==> config.mk <==
export PLATFORM = sky130hd
export DESIGN_NAME = key_event_scheduler
export DESIGN_NICKNAME = d
export VERILOG_FILES = /design/src/rtl/key_event_scheduler.sv
export SDC_FILE = /design/constraint.sdc
export NUM_CORES = 1
export LEC_CHECK = 0
export ABC_AREA = 1
export CAP_MARGIN = 5
export CORE_UTILIZATION = 30
export CTS_CLUSTER_SIZE = 24
export DETAILED_ROUTE_END_ITERATION = 12
export SETUP_SLACK_MARGIN = 0.05
export SLEW_MARGIN = 25
export SYNTH_ARGS = -nofsm -noshare
export SYNTH_HDL_FRONTEND = slang
export SYNTH_SLANG_ARGS = --single-unit
==> constraint.sdc <==
create_clock -name Clk -period 3.9 [get_ports Clk]
set_input_delay 0.975 -clock Clk [delete_from_list [all_inputs] [get_ports Clk]]
set_output_delay 0.975 -clock Clk [all_outputs]
set_load 0.01 [all_outputs]
==> src/rtl/key_event_scheduler.sv <==
// key_event_scheduler
//   Collects key events from the PS/2 decoder and the USB keycode register,
//   queues them in a small FIFO and releases at most one keycode per video
//   frame, on the falling edge of VGA vertical sync, to the ball logic.
//
// Optional feature macro: KEY_EVENT_SCHEDULER_USB_EN
//   defined   : USB source, USB pending latch and round-robin arbitration.
//   undefined : usb_code ignored, PS/2 only, frame_src tied to 0.
//
// Ports
//   Clk          : system clock
//   Reset        : synchronous, active-high reset
//   ps2_code     : current PS/2 keycode
//   ps2_press    : high while a PS/2 key is held
//   usb_code     : USB keycode register, 0 = no key
//   vs           : VGA vertical sync (active low), synchronous to Clk
//   frame_key    : keycode for the current frame, 0 when none
//   frame_valid  : frame_key holds a real key
//   frame_strobe : one-cycle pulse on every frame edge
//   frame_src    : source of frame_key, 0 = PS/2, 1 = USB
//   fifo_count   : current FIFO occupancy
//   overflow     : sticky, an event was lost; cleared only by Reset
module key_event_scheduler #(
   parameter int DEPTH = 4,
   parameter int KW    = 8
) (
   input  logic                     Clk,
   input  logic                     Reset,
   input  logic [KW-1:0]            ps2_code,
   input  logic                     ps2_press,
   input  logic [KW-1:0]            usb_code,
   input  logic                     vs,
   output logic [KW-1:0]            frame_key,
   output logic                     frame_valid,
   output logic                     frame_strobe,
   output logic                     frame_src,
   output logic [$clog2(DEPTH):0]   fifo_count,
   output logic                     overflow
);
   localparam int AW = $clog2(DEPTH);
   localparam int CW = $clog2(DEPTH) + 1;
   localparam logic [CW-1:0] FULL_CNT = CW'(DEPTH);

   logic              ps2_press_q;
   logic [KW-1:0]     ps2_code_q;
   logic              vs_q;
   logic              ps2_pend_r;
   logic [KW-1:0]     ps2_pend_code_r;
   logic [KW:0]       mem_r [DEPTH];
   logic [AW-1:0]     wr_ptr_r;
   logic [AW-1:0]     rd_ptr_r;
   logic [CW-1:0]     count_r;
   logic              overflow_r;
   logic [KW-1:0]     frame_key_r;
   logic              frame_valid_r;
   logic              frame_strobe_r;

   logic              ps2_evt_s;
   logic              full_s;
   logic              frame_edge_s;
   logic              pop_s;
   logic              push_s;
   logic              grant_ps2_s;
   logic              repeat_s;
   logic              lost_s;
   logic [KW:0]       push_data_s;
   logic [KW:0]       head_s;

`ifdef KEY_EVENT_SCHEDULER_USB_EN
   logic [KW-1:0]     usb_code_q;
   logic              usb_pend_r;
   logic [KW-1:0]     usb_pend_code_r;
   logic              rr_r;
   logic              frame_src_r;
   logic              usb_evt_s;
   logic              grant_usb_s;
`else
   logic              unused_s;
   assign unused_s = ^{usb_code, head_s[KW]};
`endif

   assign full_s       = (count_r == FULL_CNT);
   assign frame_edge_s = vs_q && !vs;
   assign pop_s        = frame_edge_s && (count_r != {CW{1'b0}});
   assign head_s       = mem_r[rd_ptr_r];

   // Event detection, arbitration, overflow detection and repeat check.
   always_comb begin
      ps2_evt_s   = ps2_press && (!ps2_press_q || (ps2_code != ps2_code_q));
      grant_ps2_s = 1'b0;
`ifdef KEY_EVENT_SCHEDULER_USB_EN
      usb_evt_s   = (usb_code != usb_code_q) && (usb_code != {KW{1'b0}});
      grant_usb_s = 1'b0;
      if (full_s) begin
         grant_ps2_s = 1'b0;
         grant_usb_s = 1'b0;
      end else if (ps2_pend_r && usb_pend_r) begin
         // contention: rr names the source that wins this time
         grant_usb_s = rr_r;
         grant_ps2_s = !rr_r;
      end else begin
         grant_ps2_s = ps2_pend_r;
         grant_usb_s = usb_pend_r;
      end
      push_s      = grant_ps2_s || grant_usb_s;
      push_data_s = grant_usb_s ? {1'b1, usb_pend_code_r} : {1'b0, ps2_pend_code_r};
      // a latch being drained on this edge is not lost when reloaded
      lost_s      = (ps2_evt_s && ps2_pend_r && !grant_ps2_s) ||
                    (usb_evt_s && usb_pend_r && !grant_usb_s);
      if (frame_src_r) begin
         repeat_s = frame_valid_r && (usb_code == frame_key_r);
      end else begin
         repeat_s = frame_valid_r && ps2_press && (ps2_code == frame_key_r);
      end
`else
      if (full_s) begin
         grant_ps2_s = 1'b0;
      end else begin
         grant_ps2_s = ps2_pend_r;
      end
      push_s      = grant_ps2_s;
      push_data_s = {1'b0, ps2_pend_code_r};
      lost_s      = ps2_evt_s && ps2_pend_r && !grant_ps2_s;
      repeat_s    = frame_valid_r && ps2_press && (ps2_code == frame_key_r);
`endif
   end

   // Previous-value registers for edge and change detection.
   always_ff @(posedge Clk) begin
      if (Reset) begin
         ps2_press_q <= 1'b0;
         ps2_code_q  <= {KW{1'b0}};
         vs_q        <= 1'b1;
`ifdef KEY_EVENT_SCHEDULER_USB_EN
         usb_code_q  <= {KW{1'b0}};
`endif
      end else begin
         ps2_press_q <= ps2_press;
         ps2_code_q  <= ps2_code;
         vs_q        <= vs;
`ifdef KEY_EVENT_SCHEDULER_USB_EN
         usb_code_q  <= usb_code;
`endif
      end
   end

   // Pending latches, round-robin pointer and sticky overflow.
   always_ff @(posedge Clk) begin
      if (Reset) begin
         ps2_pend_r      <= 1'b0;
         ps2_pend_code_r <= {KW{1'b0}};
         overflow_r      <= 1'b0;
`ifdef KEY_EVENT_SCHEDULER_USB_EN
         usb_pend_r      <= 1'b0;
         usb_pend_code_r <= {KW{1'b0}};
         rr_r            <= 1'b0;
`endif
      end else begin
         if (ps2_evt_s) begin
            ps2_pend_r      <= 1'b1;
            ps2_pend_code_r <= ps2_code;
         end else if (grant_ps2_s) begin
            ps2_pend_r      <= 1'b0;
         end
         if (lost_s) begin
            overflow_r <= 1'b1;
         end
`ifdef KEY_EVENT_SCHEDULER_USB_EN
         if (usb_evt_s) begin
            usb_pend_r      <= 1'b1;
            usb_pend_code_r <= usb_code;
         end else if (grant_usb_s) begin
            usb_pend_r      <= 1'b0;
         end
         // rr only moves when both sources competed for the push
         if (grant_ps2_s && usb_pend_r) begin
            rr_r <= 1'b1;
         end else if (grant_usb_s && ps2_pend_r) begin
            rr_r <= 1'b0;
         end
`endif
      end
   end

   // FIFO storage; validity is tracked by the pointers, so no reset needed.
   always_ff @(posedge Clk) begin
      if (push_s) begin
         mem_r[wr_ptr_r] <= push_data_s;
      end
   end

   // FIFO pointers (wrap modulo DEPTH) and occupancy.
   always_ff @(posedge Clk) begin
      if (Reset) begin
         wr_ptr_r <= {AW{1'b0}};
         rd_ptr_r <= {AW{1'b0}};
         count_r  <= {CW{1'b0}};
      end else begin
         if (push_s) begin
            wr_ptr_r <= wr_ptr_r + AW'(1'b1);
         end
         if (pop_s) begin
            rd_ptr_r <= rd_ptr_r + AW'(1'b1);
         end
         case ({push_s, pop_s})
            2'b10:   count_r <= count_r + CW'(1'b1);
            2'b01:   count_r <= count_r - CW'(1'b1);
            default: count_r <= count_r;
         endcase
      end
   end

   // Frame scheduler: pop, repeat or release on every vsync falling edge.
   always_ff @(posedge Clk) begin
      if (Reset) begin
         frame_key_r    <= {KW{1'b0}};
         frame_valid_r  <= 1'b0;
         frame_strobe_r <= 1'b0;
`ifdef KEY_EVENT_SCHEDULER_USB_EN
         frame_src_r    <= 1'b0;
`endif
      end else begin
         frame_strobe_r <= frame_edge_s;
         if (pop_s) begin
            frame_key_r   <= head_s[KW-1:0];
            frame_valid_r <= 1'b1;
`ifdef KEY_EVENT_SCHEDULER_USB_EN
            frame_src_r   <= head_s[KW];
`endif
         end else if (frame_edge_s && !repeat_s) begin
            frame_key_r   <= {KW{1'b0}};
            frame_valid_r <= 1'b0;
         end
      end
   end

   assign frame_key    = frame_key_r;
   assign frame_valid  = frame_valid_r;
   assign frame_strobe = frame_strobe_r;
`ifdef KEY_EVENT_SCHEDULER_USB_EN
   assign frame_src    = frame_src_r;
`else
   assign frame_src    = 1'b0;
`endif
   assign fifo_count   = count_r;
   assign overflow     = overflow_r;

endmodule

==> tab_implementation.tex, run 1 <==
\begin{tabular}{lr}
\hline
Metric & Value \\
\hline
\multicolumn{2}{l}{\textbf{Timing}} \\
\quad Remaining max-slew budget at the tightest pin & 0.432 \\
\quad Final setup TNS & 0 ns \\
\quad Fin. Hold Viols & 0 \\
\quad Crit path time final & 2.89 ns \\
\quad Worst clock skew on the final layout & between 0.01 and 0.015 ns \\
\quad Maximum frequency from static timing analysis & 0.346 GHz \\
\quad Actual slew at the worst max-slew pin & 0.848 ns \\
\quad Portion of the clock cycle consumed by the worst path in the final layout & 0.741 \\
\quad RSZ-0062 raised after global routing & false \\
\quad Final Max Slew Viols & 0 \\
\quad Post-route worst setup slack & between 1 and 1.5 ns \\
\quad Setup violations, final & 0 \\
\multicolumn{2}{l}{\textbf{Worst setup path}} \\
\quad Data arrival time of the critical path & roughly 3.1 ns \\
\quad Worst Path Buf+Inv & 3 \\
\quad Count of cell instances traversed by the critical path & 11 \\
\quad Endpoint kind of the worst setup timing path & flip-flop \\
\quad Worst-path cell chain & clkdlybuf4s50\_1 -> inv\_1 -> nand2\_1 -> a31oi\_4 -> ha\_1 -> inv\_1 -> fa\_1 -> a21oi\_1 -> o21ai\_0 -> o21ai\_0 -> a21oi\_1 \\
\quad Top cell family by delay on the critical path & compound AO/OA/AOI/OAI gates \\
\quad Data required time at the worst endpoint & approximately 4.1 ns \\
\quad Startpoint Class & primary input \\
\quad Library cell contributing the largest single delay on the critical path & sky130\_fd\_sc\_hd\_\_a31oi\_4 \\
\quad Reg-to-reg setup timing slack & 1.65 ns \\
\quad Worst-case reg-to-reg path depth & 9 \\
\quad Start point of the critical path & vs \\
\quad CP peak stage delay & approximately 0.42 ns \\
\quad Crit Path Class & primary input to flip-flop \\
\quad Launch point of the worst reg-to-reg path & fifo\_count[1] \\
\quad Critical-path maximum fanout & 14 \\
\multicolumn{2}{l}{\textbf{Placed design}} \\
\quad Standard cell area after detailed placement & 0.00341 mm\^{}2 \\
\quad Estimated wirelength of the detail-placed design & 4.08 mm \\
\quad Buffers on Ports & 25 \\
\quad Pre-CTS worst setup slack & 0.662 ns \\
\quad Final GP Congestion & between 0.7 and 0.8 \\
\quad Cells after DPL & 458 \\
\multicolumn{2}{l}{\textbf{GRT}} \\
\quad First-pass GRT wire length & 10.3 mm \\
\quad Number of global-route vias before repair & 2157 \\
\quad Overall fraction of global-route tracks in use & 0.130 \\
\quad Initial antenna violation count & 0 \\
\quad Largest net degree at the start of global routing & 24 \\
\quad Sum of overflow across all layers after global routing & 0 \\
\multicolumn{2}{l}{\textbf{Logic synthesis}} \\
\quad Warnings, synthesis & 0 \\
\quad Synthesized netlist cell count & 309 \\
\quad Sequential-to-total area share from yosys stat & 0.568 \\
\quad Library cells used by synthesis & 36 \\
\quad Avg Synthesized Cell Area & a little under 10 um\^{}2 \\
\quad Combined area of all synthesized cells & 0.00306 mm\^{}2 \\
\quad Fraction of post-synthesis cell area in the top cell type by area & 0.314 \\
\quad Biggest area contributors in the synthesized netlist & sky130\_fd\_sc\_hd\_\_edfxtp\_1 31\%, sky130\_fd\_sc\_hd\_\_dfxtp\_1 25\%, sky130\_fd\_sc\_hd\_\_nand2\_1 6.9\%, sky130\_fd\_sc\_hd\_\_nor2\_1 4.4\%, sky130\_fd\_sc\_hd\_\_a21oi\_1 2.9\% \\
\quad Synth Net Count & 335 \\
\quad FF+latch count, synth & 71 \\
\quad Most area-hungry cell type in the Yosys netlist & sky130\_fd\_sc\_hd\_\_edfxtp\_1 \\
\multicolumn{2}{l}{\textbf{Hold path}} \\
\quad Hold path startpoint & overflow \\
\quad Hold Path Cell Cnt & 2 \\
\quad Hold crit path type & flip-flop to flip-flop \\
\multicolumn{2}{l}{\textbf{Clock network}} \\
\quad Maximum buffer depth of the clock tree & 2 \\
\quad CTS tree & done \\
\quad Cts-stage hold buffer count & 0 \\
\quad Post-cts repair resize count & 0 \\
\quad Number of buffers created by CTS & 9 \\
\quad Clock slew seen by the registers of the worst setup and hold paths & around 0.080 ns \\
\quad Post-CTS setup buffer count & 0 \\
\quad Clock insertion delay at the later pin of the skew report & between 0.3 and 0.4 ns \\
\quad Number of H-tree branching levels & 3 \\
\quad CTS root buf & sky130\_fd\_sc\_hd\_\_clkbuf\_8 \\
\quad Clk sinks & 71 \\
\multicolumn{2}{l}{\textbf{Die}} \\
\quad Die width & about 100 um \\
\quad Core Region & 0.00982 mm\^{}2 \\
\quad Cell Rows & 36 \\
\quad Die area & 0.0106 mm\^{}2 \\
\quad I/O pin cnt & 35 \\
\quad Die H & 103 um \\
\quad Initial cell density of the core & 0.312 \\
\multicolumn{2}{l}{\textbf{Final layout}} \\
\quad Final Net Count & 362 \\
\quad Fin cells & 474 \\
\quad Final non-filler cell area & 0.00363 mm\^{}2 \\
\quad Fraction of final layout cells with drive strength greater than 1 & 0.152 \\
\quad Antenna fix cells & 0 \\
\quad Fill cell total of the finished layout & 1036 \\
\quad Growth of design area from synthesis to finish & 18.5\% \\
\multicolumn{2}{l}{\textbf{Detailed routing}} \\
\quad Detailed-route wire length & 5.94 mm \\
\quad Mean routed wirelength per cell & 12.5 um \\
\quad Detail-routed via count per cell & 4.42 \\
\quad Violation count after the first detailed-routing iteration & 124 \\
\quad Number of iterations in the first detailed-routing pass & 4 \\
\quad Number of remaining DRC errors & 0 \\
\quad DRT antenna net count & 0 \\
\quad Vias & 2096 \\
\multicolumn{2}{l}{\textbf{Power}} \\
\quad Internal power & 1270 uW \\
\quad VDD IR max & 341 uV \\
\quad Power per cell area & approximately 470 mW/mm\^{}2 \\
\quad Proportion of total power due to net switching & 0.257 \\
\quad Sw Pwr & approximately 440 uW \\
\quad Clk pwr share & 0.378 \\
\quad Proportion of power drawn by combinational gates & 0.119 \\
\quad Leakage power total & $\sim$0.0013 uW \\
\quad Share of power burned in registers & 0.503 \\
\multicolumn{2}{l}{\textbf{Run status}} \\
\quad Result of the run & finished clean \\
\multicolumn{2}{l}{\textbf{Flow run}} \\
\quad Number of maximum-capacitance violations & 0 \\
\hline
\end{tabular}
-- stage by stage --
stage | utilization | hold WS (ns) | power (uW)
3_5_place_dp | 0.347 | 0.459 | 1080
4_1_cts | 0.370 | 0.473 | 1720
2_1_floorplan | - | 0.443 | 1010
3_3_place_gp | 0.347 | 0.451 | 1080
5_1_grt | 0.370 | 0.496 | 1790
6_report | 0.370 | 0.469 | 1710
-- cell usage in the layout (no fill, tap or decap), drive strengths merged --
master         Yosys  layout
nand2             59      59
nor2              40      40
dfxtp             39      39
inv               34      35
edfxtp            32      32
a21oi             28      28
clkdlybuf4s50      0      25
o21ai             16      16
nand3             14      14
clkbuf             3       9
mux2i              8       8
o22ai              8       8
ha                 5       5
xnor2              3       3
or2                3       3
clkinv             1       3
nand4              2       2
clkinvlp           0       2
bufinv             0       2
buf                8       2
a31oi              1       1
o31ai              1       1
o21bai             1       1
a21boi             1       1
fa                 1       1
conb               1       1
-- tightest hold or removal path: cells and delay by family (launching register included) --
kind | cells | cell delay (ns)
buffers and inverters | 1 | 0.06
flip-flops | 1 | 0.32
AO/OA/AOI/OAI | 1 | 0.05
-- final cells by class --
type | instances | area [um^2] | area share
clock buffer | 9 | 124 | 0.0341
clock inverter | 7 | 96.3 | 0.0265
inverter | 35 | 139 | 0.0383
multi-input combinational | 192 | 1100 | 0.302
sequential | 71 | 1740 | 0.480
tap | 133 | 166 | 0.0458
timing repair buffer | 27 | 265 | 0.0731
-- routing by layer --
metal  vias to the layer above  share of wire  global-route usage
li1                       1067              -                   -
met1                       990           0.48               0.162
met2                        31           0.47               0.214
met3                         8          0.040              0.0386
met4                         0          0.012              0.0488
met5                         -              0                   0
-- synthesized netlist by cell type --
master	n
sky130_fd_sc_hd__xnor2_1	3
sky130_fd_sc_hd__edfxtp_1	32
sky130_fd_sc_hd__nand4_1	2
sky130_fd_sc_hd__ha_1	5
sky130_fd_sc_hd__nand2_1	56
sky130_fd_sc_hd__conb_1	1
sky130_fd_sc_hd__clkbuf_1	3
sky130_fd_sc_hd__inv_4	1
sky130_fd_sc_hd__o21bai_4	1
sky130_fd_sc_hd__a21oi_1	18
sky130_fd_sc_hd__o31ai_4	1
sky130_fd_sc_hd__o21ai_1	5
sky130_fd_sc_hd__nor2_1	36
sky130_fd_sc_hd__a21oi_2	10
sky130_fd_sc_hd__nor2_2	3
sky130_fd_sc_hd__inv_1	24
sky130_fd_sc_hd__nand2_2	2
sky130_fd_sc_hd__buf_12	1
sky130_fd_sc_hd__o22ai_1	8
sky130_fd_sc_hd__nand3_4	1
sky130_fd_sc_hd__mux2i_1	8
sky130_fd_sc_hd__nor2_4	1
sky130_fd_sc_hd__fa_1	1
sky130_fd_sc_hd__dfxtp_1	39
sky130_fd_sc_hd__clkinv_4	1
sky130_fd_sc_hd__buf_2	2
sky130_fd_sc_hd__nand2_4	1
sky130_fd_sc_hd__inv_2	9
sky130_fd_sc_hd__nand3_1	10
sky130_fd_sc_hd__buf_6	2
sky130_fd_sc_hd__o21ai_0	11
sky130_fd_sc_hd__a31oi_4	1
sky130_fd_sc_hd__nand3_2	3
sky130_fd_sc_hd__buf_4	3
sky130_fd_sc_hd__or2_1	3
sky130_fd_sc_hd__a21boi_1	1
-- power groups by stage --
stage | Clock (uW) | Sequential (uW) | Combinational, uW
floorplan | 0 | 864 | 145
global route | 693 | 865 | 230
global placement | 0 | 875 | 201
CTS | 659 | 860 | 206
detailed placement | 0 | 876 | 205
finish | 644 | 858 | 203
-- path summary, 6_finish.rpt --
path / to
min: overflow
max reg2reg: fifo_count[2]
max: fifo_count[2]
min reg2reg: overflow
-- registers in the layout, indices dropped and copies added (netlist names), 2 cells and up, named ones only --
name and cells:
fifo_count 3, ps2_code_q 8, wr_ptr_r 2, frame_key 8
mem_r 32, ps2_pend_code_r 8, rd_ptr_r 2
-- logic make-up (layout without fill, tap and decap cells) --
| group | count (synthesis) | after routing | synth area share |
|---|---|---|---|
| other | 1 | 1 | 0.00122 |
| AO/OA/AOI/OAI | 56 | 56 | 0.123 |
| XOR/XNOR | 3 | 3 | 0.00858 |
| buffers and inverters | 46 | 78 | 0.0735 |
| flip-flops | 71 | 71 | 0.568 |
| multiplexers | 8 | 8 | 0.0261 |
| AND/OR/NAND/NOR | 118 | 118 | 0.172 |
| adder cells (fa/ha/maj) | 6 | 6 | 0.0270 |
No activity file was read; power rests on OpenSTA's default activity.
==> run 2, diff against run 1 <==
clock period = 2.8 ns   (was 3.9 ns; I/O delays follow)
==> tab_implementation.tex, run 2 (synthesized netlist as in run 1, its figures left out) <==
\begin{tabular}{lr}
\hline
Metric & Value \\
\hline
\multicolumn{2}{l}{\textbf{Run status}} \\
\quad Result of the run & finished clean \\
\multicolumn{2}{l}{\textbf{Detailed routing}} \\
\quad Detailed-route wire length & 5.93 mm (-0.20\%) \\
\quad Number of iterations in the first detailed-routing pass & 4 (unchanged) \\
\quad Violation count after the first detailed-routing iteration & 106 (-15\%) \\
\quad Detail-routed via count per cell & 4.35 (-1.6\%) \\
\quad Vias & 2071 (-1.2\%) \\
\quad Number of remaining DRC errors & 0 (unchanged) \\
\quad Mean routed wirelength per cell & 12.5 um (-0.62\%) \\
\quad DRT antenna net count & 0 (unchanged) \\
\multicolumn{2}{l}{\textbf{GRT}} \\
\quad Sum of overflow across all layers after global routing & 0 (unchanged) \\
\quad Largest net degree at the start of global routing & 23 (-4.2\%) \\
\quad Number of global-route vias before repair & 2049 (-5.0\%) \\
\quad First-pass GRT wire length & 9.90 mm (-3.7\%) \\
\quad Initial antenna violation count & 0 (unchanged) \\
\quad Overall fraction of global-route tracks in use & 0.126 (-0.00436) \\
\multicolumn{2}{l}{\textbf{Die}} \\
\quad Die width & 103 um (unchanged) \\
\quad Initial cell density of the core & 0.312 (unchanged) \\
\quad Core Region & 0.00982 mm\^{}2 (unchanged) \\
\quad Cell Rows & 36 (unchanged) \\
\quad Die area & 0.0106 mm\^{}2 (unchanged) \\
\quad Die H & 103 um (unchanged) \\
\quad I/O pin cnt & 35 (unchanged) \\
\multicolumn{2}{l}{\textbf{Clock network}} \\
\quad Post-CTS setup buffer count & 0 (unchanged) \\
\quad Clk sinks & 71 (unchanged) \\
\quad CTS tree & done \\
\quad Post-cts repair resize count & 0 (unchanged) \\
\quad CTS root buf & sky130\_fd\_sc\_hd\_\_clkbuf\_8 \\
\quad Number of buffers created by CTS & 9 (unchanged) \\
\quad Number of H-tree branching levels & 3 (unchanged) \\
\quad Maximum buffer depth of the clock tree & 2 (unchanged) \\
\quad Clock insertion delay at the later pin of the skew report & 0.34 ns (about the same) \\
\quad Cts-stage hold buffer count & 0 (unchanged) \\
\quad Clock slew seen by the registers of the worst setup and hold paths & 0.08 ns (about the same) \\
\multicolumn{2}{l}{\textbf{Final layout}} \\
\quad Util after Layout & 0.370 (about the same) \\
\quad Antenna fix cells & 0 (unchanged) \\
\quad Highest-count cells in the layout ignoring fill and taps & 56 x sky130\_fd\_sc\_hd\_\_nand2\_1, 39 x sky130\_fd\_sc\_hd\_\_dfxtp\_1, 36 x sky130\_fd\_sc\_hd\_\_nor2\_1 \\
\quad Growth of design area from synthesis to finish & 18.4\% (about the same) \\
\quad Sequential cell area in the final layout & 0.00174 mm\^{}2 (unchanged) \\
\quad Fill cell total of the finished layout & 1024 (-1.2\%) \\
\quad Fin cells & 476 (+0.42\%) \\
\quad Multi-input gate area in the final layout & 0.00110 mm\^{}2 (unchanged) \\
\quad Final Net Count & 364 (+0.55\%) \\
\quad Number of flip-flops under the largest register name & 32 (unchanged) \\
\quad Leading cell type in the layout, fill and taps excluded & sky130\_fd\_sc\_hd\_\_nand2\_1 \\
\quad Most flops, register & mem\_r \\
\quad Fraction of final layout cells with drive strength greater than 1 & 0.160 (+0.00786) \\
\multicolumn{2}{l}{\textbf{Placed design}} \\
\quad Cells after DPL & 460 (+0.44\%) \\
\quad Final GP Congestion & 0.750 (+4.1\%) \\
\quad Estimated wirelength of the detail-placed design & 4.07 mm (-0.24\%) \\
\quad Buffers on Ports & 25 (unchanged) \\
\multicolumn{2}{l}{\textbf{Timing}} \\
\quad Worst hold slack across all endpoints & 0.459 ns (-0.00980 ns) \\
\quad Maximum frequency from static timing analysis & 0.437 GHz \\
\quad Setup violations, final & 0 (unchanged) \\
\quad Final setup TNS & 0 ns (unchanged) \\
\quad Actual slew at the worst max-slew pin & 0.847 ns (-0.00164 ns) \\
\quad Remaining max-slew budget at the tightest pin & 0.434 (+0.00109) \\
\quad Worst clock skew on the final layout & 0.00789 ns (-0.00328 ns) \\
\quad Fin. Hold Viols & 0 (unchanged) \\
\quad Portion of the clock cycle consumed by the worst path in the final layout & 0.817 \\
\quad RSZ-0062 raised after global routing & false \\
\quad Crit path time final & 2.29 ns \\
\quad Final Max Slew Viols & 0 (unchanged) \\
\multicolumn{2}{l}{\textbf{Worst setup path}} \\
\quad Crit Path Class & primary input to flip-flop \\
\quad Endpoint kind of the worst setup timing path & flip-flop \\
\quad Startpoint Class & primary input \\
\quad Critical-path maximum fanout & 3 (-11) \\
\quad Data required time at the worst endpoint & 3.03 ns (-1.10 ns) \\
\quad Data arrival time of the critical path & 2.52 ns (-0.60 ns) \\
\multicolumn{2}{l}{\textbf{Power}} \\
\quad Power per cell area & 636 mW/mm\^{}2 (+35\%) \\
\quad Sw Pwr & 622 uW (+42\%) \\
\quad Clk pwr share & 0.357 (-0.021) \\
\quad Leakage power total & 0.00133 uW (+0.27\%) \\
\quad Share of power burned in registers & 0.516 (+0.013) \\
\quad Proportion of power drawn by combinational gates & 0.127 (+0.008) \\
\quad VDD IR max & 223 uV (-35\%) \\
\quad Post-layout total power & 2310 uW (+35\%) \\
\quad Internal power & 1690 uW (+33\%) \\
\quad Proportion of total power due to net switching & 0.269 (+0.0125) \\
\multicolumn{2}{l}{\textbf{Hold path}} \\
\quad Hold crit path type & flip-flop to flip-flop \\
\multicolumn{2}{l}{\textbf{Flow run}} \\
\quad Number of maximum-capacitance violations & 0 (unchanged) \\
\hline
\end{tabular}
[run 2: cell types whose count changed in the layout (fill, tap and decap cells not counted), sizes merged]
| cell | before | now |
|---|---|---|
| bufinv | 2 | 1 |
| inv | 35 | 36 |
| buf | 2 | 4 |
[run 2: per-layer routing]
| layer | up-vias | global-route usage | routed length (um) |
|---|---|---|---|
| li1 | 1072 | - | - |
| met1 | 966 | 0.157 | 2880 |
| met2 | 29 | 0.210 | 2790 |
| met3 | 4 | 0.0441 | 223 |
| met4 | 0 | 0.0293 | 35 |
| met5 | - | 0 | 0 |
[run 2: layout make-up]
type / instances / share of cell area
timing repair buffer: 29 / 0.0772
clock buffer: 9 / 0.0341
clock inverter: 7 / 0.0221
multi-input combinational: 192 / 0.302
tap: 133 / 0.0459
inverter: 35 / 0.0383
sequential: 71 / 0.480
[run 2: worst max-delay path: stages]
cell and delay [ns]:
sky130_fd_sc_hd__clkdlybuf4s50_1 0.40, sky130_fd_sc_hd__inv_1 0.07, sky130_fd_sc_hd__nand2_1 0.11, sky130_fd_sc_hd__a31oi_4 0.18, sky130_fd_sc_hd__ha_1 0.16, sky130_fd_sc_hd__inv_1 0.07
sky130_fd_sc_hd__fa_1 0.37, sky130_fd_sc_hd__a21oi_1 0.14, sky130_fd_sc_hd__o21ai_0 0.10, sky130_fd_sc_hd__o21ai_0 0.16, sky130_fd_sc_hd__a21oi_1 0.05
[run 2: power by group through the flow]
stage / Sequential (uW) / Combinational [uW] / Clock [uW]
floorplan: 1200 / 202 / 0
global placement: 1210 / 290 / 0
detailed placement: 1220 / 294 / 0
CTS: 1190 / 296 / 847
global route: 1200 / 331 / 887
finish: 1190 / 294 / 824
[run 2: final timing paths]
check,start,to,slack [ns],cells after the start
worst max-delay path,vs,fifo_count[2],0.51,11
worst max register to register,fifo_count[2],fifo_count[2],0.64,9
worst min register to register,overflow,overflow,0.46,2
worst min-delay path,overflow,overflow,0.46,2
[run 2: per-stage QoR]
step	instance area (um^2)	worst slack [ns]
after floorplan	3060	0.516
after CTS	3630	0.508
after detailed placement	3420	0.132
after global routing	3630	0.310
after global placement	3420	0.163
final	3630	0.512
==> run 3, diff against run 2 <==
clock period = 2.05 ns   (was 2.8 ns; I/O delays follow)
==> tab_implementation.tex, run 3 (synthesized netlist as in run 1, its figures left out) <==
\begin{tabular}{lr}
\hline
Metric & Value \\
\hline
\multicolumn{2}{l}{\textbf{Detailed routing}} \\
\quad Vias & 2126 (+2.7\%) \\
\quad Detailed-route wire length & 5.95 mm (+0.42\%) \\
\quad Number of remaining DRC errors & 0 (unchanged) \\
\quad Violation count after the first detailed-routing iteration & 129 (+22\%) \\
\quad Number of iterations in the first detailed-routing pass & 4 (unchanged) \\
\quad Mean routed wirelength per cell & 12.2 um (-1.8\%) \\
\quad Detail-routed via count per cell & 4.37 (+0.34\%) \\
\quad DRT antenna net count & 0 (unchanged) \\
\multicolumn{2}{l}{\textbf{Flow run}} \\
\quad Number of maximum-capacitance violations & 0 (unchanged) \\
\multicolumn{2}{l}{\textbf{Die}} \\
\quad Core Region & 0.00982 mm\^{}2 (unchanged) \\
\quad Die width & 103 um (unchanged) \\
\quad Cell Rows & 36 (unchanged) \\
\quad Die H & 103 um (unchanged) \\
\quad I/O pin cnt & 35 (unchanged) \\
\quad Die area & 0.0106 mm\^{}2 (unchanged) \\
\quad Initial cell density of the core & 0.312 (unchanged) \\
\multicolumn{2}{l}{\textbf{Worst setup path}} \\
\quad Library cell contributing the largest single delay on the critical path & sky130\_fd\_sc\_hd\_\_dfxtp\_1 \\
\quad Worst-path cell chain & inv\_2 -> a31oi\_4 -> ha\_2 -> inv\_2 -> fa\_2 -> a21oi\_2 -> o21ai\_2 -> o21ai\_1 -> a21oi\_1 \\
\quad Data required time at the worst endpoint & 2.28 ns (-0.75 ns) \\
\quad Count of cell instances traversed by the critical path & 9 (-2) \\
\quad Worst Path Buf+Inv & 2 (-1) \\
\quad Most prevalent standard cell on the critical path & sky130\_fd\_sc\_hd\_\_inv\_2 \\
\quad Launch point of the worst reg-to-reg path & fifo\_count[1] \\
\quad CP peak stage delay & 0.45 ns (+0.05 ns) \\
\quad Top cell family by delay on the critical path & compound AO/OA/AOI/OAI gates \\
\quad Crit Path Class & flip-flop to flip-flop \\
\quad Data arrival time of the critical path & 2.16 ns (-0.36 ns) \\
\quad Worst-case reg-to-reg path depth & 9 (unchanged) \\
\quad Endpoint kind of the worst setup timing path & flip-flop \\
\quad Startpoint Class & flip-flop \\
\quad Critical-path maximum fanout & 4 (+1) \\
\quad Start point of the critical path & fifo\_count[1] \\
\multicolumn{2}{l}{\textbf{Timing}} \\
\quad Crit path time final & 1.93 ns \\
\quad Setup violations, final & 0 (unchanged) \\
\quad Portion of the clock cycle consumed by the worst path in the final layout & 0.942 \\
\quad Maximum frequency from static timing analysis & 0.518 GHz \\
\quad Worst clock skew on the final layout & 0.00717 ns (-0.000717 ns) \\
\quad Fin. Hold Viols & 0 (unchanged) \\
\quad RSZ-0062 raised after global routing & false \\
\quad Final Max Slew Viols & 0 (unchanged) \\
\multicolumn{2}{l}{\textbf{Hold path}} \\
\quad Hold path startpoint & vs \\
\quad Hold crit path type & primary input to flip-flop \\
\quad Hold Path Cell Cnt & 3 (+1) \\
\multicolumn{2}{l}{\textbf{Final layout}} \\
\quad Number of flip-flops under the largest register name & 32 (unchanged) \\
\quad Highest-count cells in the layout ignoring fill and taps & 55 x sky130\_fd\_sc\_hd\_\_nand2\_1, 38 x sky130\_fd\_sc\_hd\_\_dfxtp\_1, 36 x sky130\_fd\_sc\_hd\_\_nor2\_1 \\
\quad Final non-filler cell area & 0.00374 mm\^{}2 (+3.2\%) \\
\quad Fraction of final layout cells with drive strength greater than 1 & 0.201 (+0.0402) \\
\quad Leading cell type in the layout, fill and taps excluded & sky130\_fd\_sc\_hd\_\_nand2\_1 \\
\quad Antenna fix cells & 0 (unchanged) \\
\quad Fin cells & 487 (+2.3\%) \\
\quad Growth of design area from synthesis to finish & 22.2\% \\
\quad Most flops, register & mem\_r \\
\quad Final Net Count & 375 (+3.0\%) \\
\multicolumn{2}{l}{\textbf{GRT}} \\
\quad Sum of overflow across all layers after global routing & 0 (unchanged) \\
\quad Initial antenna violation count & 0 (unchanged) \\
\quad Overall fraction of global-route tracks in use & 0.125 (-0.000669) \\
\quad Largest net degree at the start of global routing & 23 (unchanged) \\
\quad First-pass GRT wire length & 9.79 mm (-1.1\%) \\
\quad Number of global-route vias before repair & 2023 (-1.3\%) \\
\multicolumn{2}{l}{\textbf{Clock network}} \\
\quad CTS root buf & sky130\_fd\_sc\_hd\_\_clkbuf\_8 \\
\quad Number of buffers created by CTS & 9 (unchanged) \\
\quad Post-cts repair resize count & 0 (unchanged) \\
\quad Maximum buffer depth of the clock tree & 2 (unchanged) \\
\quad Number of H-tree branching levels & 3 (unchanged) \\
\quad CTS tree & done \\
\quad Post-CTS setup buffer count & 0 (unchanged) \\
\quad Cts-stage hold buffer count & 0 (unchanged) \\
\quad Clock insertion delay at the later pin of the skew report & 0.34 ns (about the same) \\
\quad Clk sinks & 71 (unchanged) \\
\quad Clock slew seen by the registers of the worst setup and hold paths & 0.07 ns (about the same) \\
\multicolumn{2}{l}{\textbf{Placed design}} \\
\quad Standard cell area after detailed placement & 0.00351 mm\^{}2 (+2.6\%) \\
\quad Final GP Congestion & 0.739 (-1.4\%) \\
\quad Cells after DPL & 471 (+2.4\%) \\
\quad Estimated wirelength of the detail-placed design & 4.17 mm (+2.6\%) \\
\quad Buffers on Ports & 25 (unchanged) \\
\multicolumn{2}{l}{\textbf{Power}} \\
\quad VDD IR max & 541 uV (+140\%) \\
\quad Leakage power total & 0.00140 uW (+5.8\%) \\
\quad Power per cell area & 868 mW/mm\^{}2 (+36\%) \\
\quad Post-layout total power & 3250 uW (+41\%) \\
\multicolumn{2}{l}{\textbf{Run status}} \\
\quad Result of the run & finished clean \\
\hline
\end{tabular}
-- run 3: through the flow --
stage | worst slack [ns] | util | hold slack (ns) | TNS, ns
6_report | 0.120 | 0.381 | 0.399 | 0
5_1_grt | 0.0466 | 0.381 | 0.426 | 0
4_1_cts | 0.116 | 0.379 | 0.462 | 0
3_5_place_dp | -0.257 | 0.358 | 0.450 | -0.648
3_3_place_gp | -0.217 | 0.358 | 0.452 | -0.548
2_1_floorplan | 0.0569 | - | 0.443 | 0
-- run 3: layout make-up --
cell class	count	area, um^2
Clock buffer	12	145
Multi-Input combinational cell	192	1120
Timing Repair Buffer	40	365
Inverter	35	139
Sequential cell	71	1740
Fill cell	1010	6070
Tap cell	133	166
Clock inverter	4	68.8
-- run 3: per-layer routing --
| layer | global-route usage | vias up | part of all wire |
|---|---|---|---|
| met5 | 0 | - | 0 |
| met4 | 0.0390 | 0 | 0.0067 |
| met3 | 0.0407 | 4 | 0.038 |
| met2 | 0.203 | 33 | 0.47 |
| met1 | 0.159 | 989 | 0.49 |
| li1 | - | 1100 | - |
-- run 3: power by group --
group / internal, uW / switching (uW) / leakage, uW
combinational: 193 / 235 / 0.000678
sequential: 1560 / 69.0 / 0.000618
clock: 713 / 483 / 0.000108
-- run 3: final timing paths --
| path | to | slack [ns] |
|---|---|---|
| worst max-delay path | fifo_count[2] | 0.12 |
| worst min register to register | overflow | 0.46 |
| worst min-delay path | vs_q | 0.40 |
| worst max register to register | fifo_count[2] | 0.12 |
-- run 3: worst register-to-register path, stage by stage (launching register included) --
cell,delay [ns]
sky130_fd_sc_hd__dfxtp_1,0.45
sky130_fd_sc_hd__inv_2,0.12
sky130_fd_sc_hd__a31oi_4,0.21
sky130_fd_sc_hd__ha_2,0.19
sky130_fd_sc_hd__inv_2,0.05
sky130_fd_sc_hd__fa_2,0.40
sky130_fd_sc_hd__a21oi_2,0.15
sky130_fd_sc_hd__o21ai_2,0.07
sky130_fd_sc_hd__o21ai_1,0.13
sky130_fd_sc_hd__a21oi_1,0.05
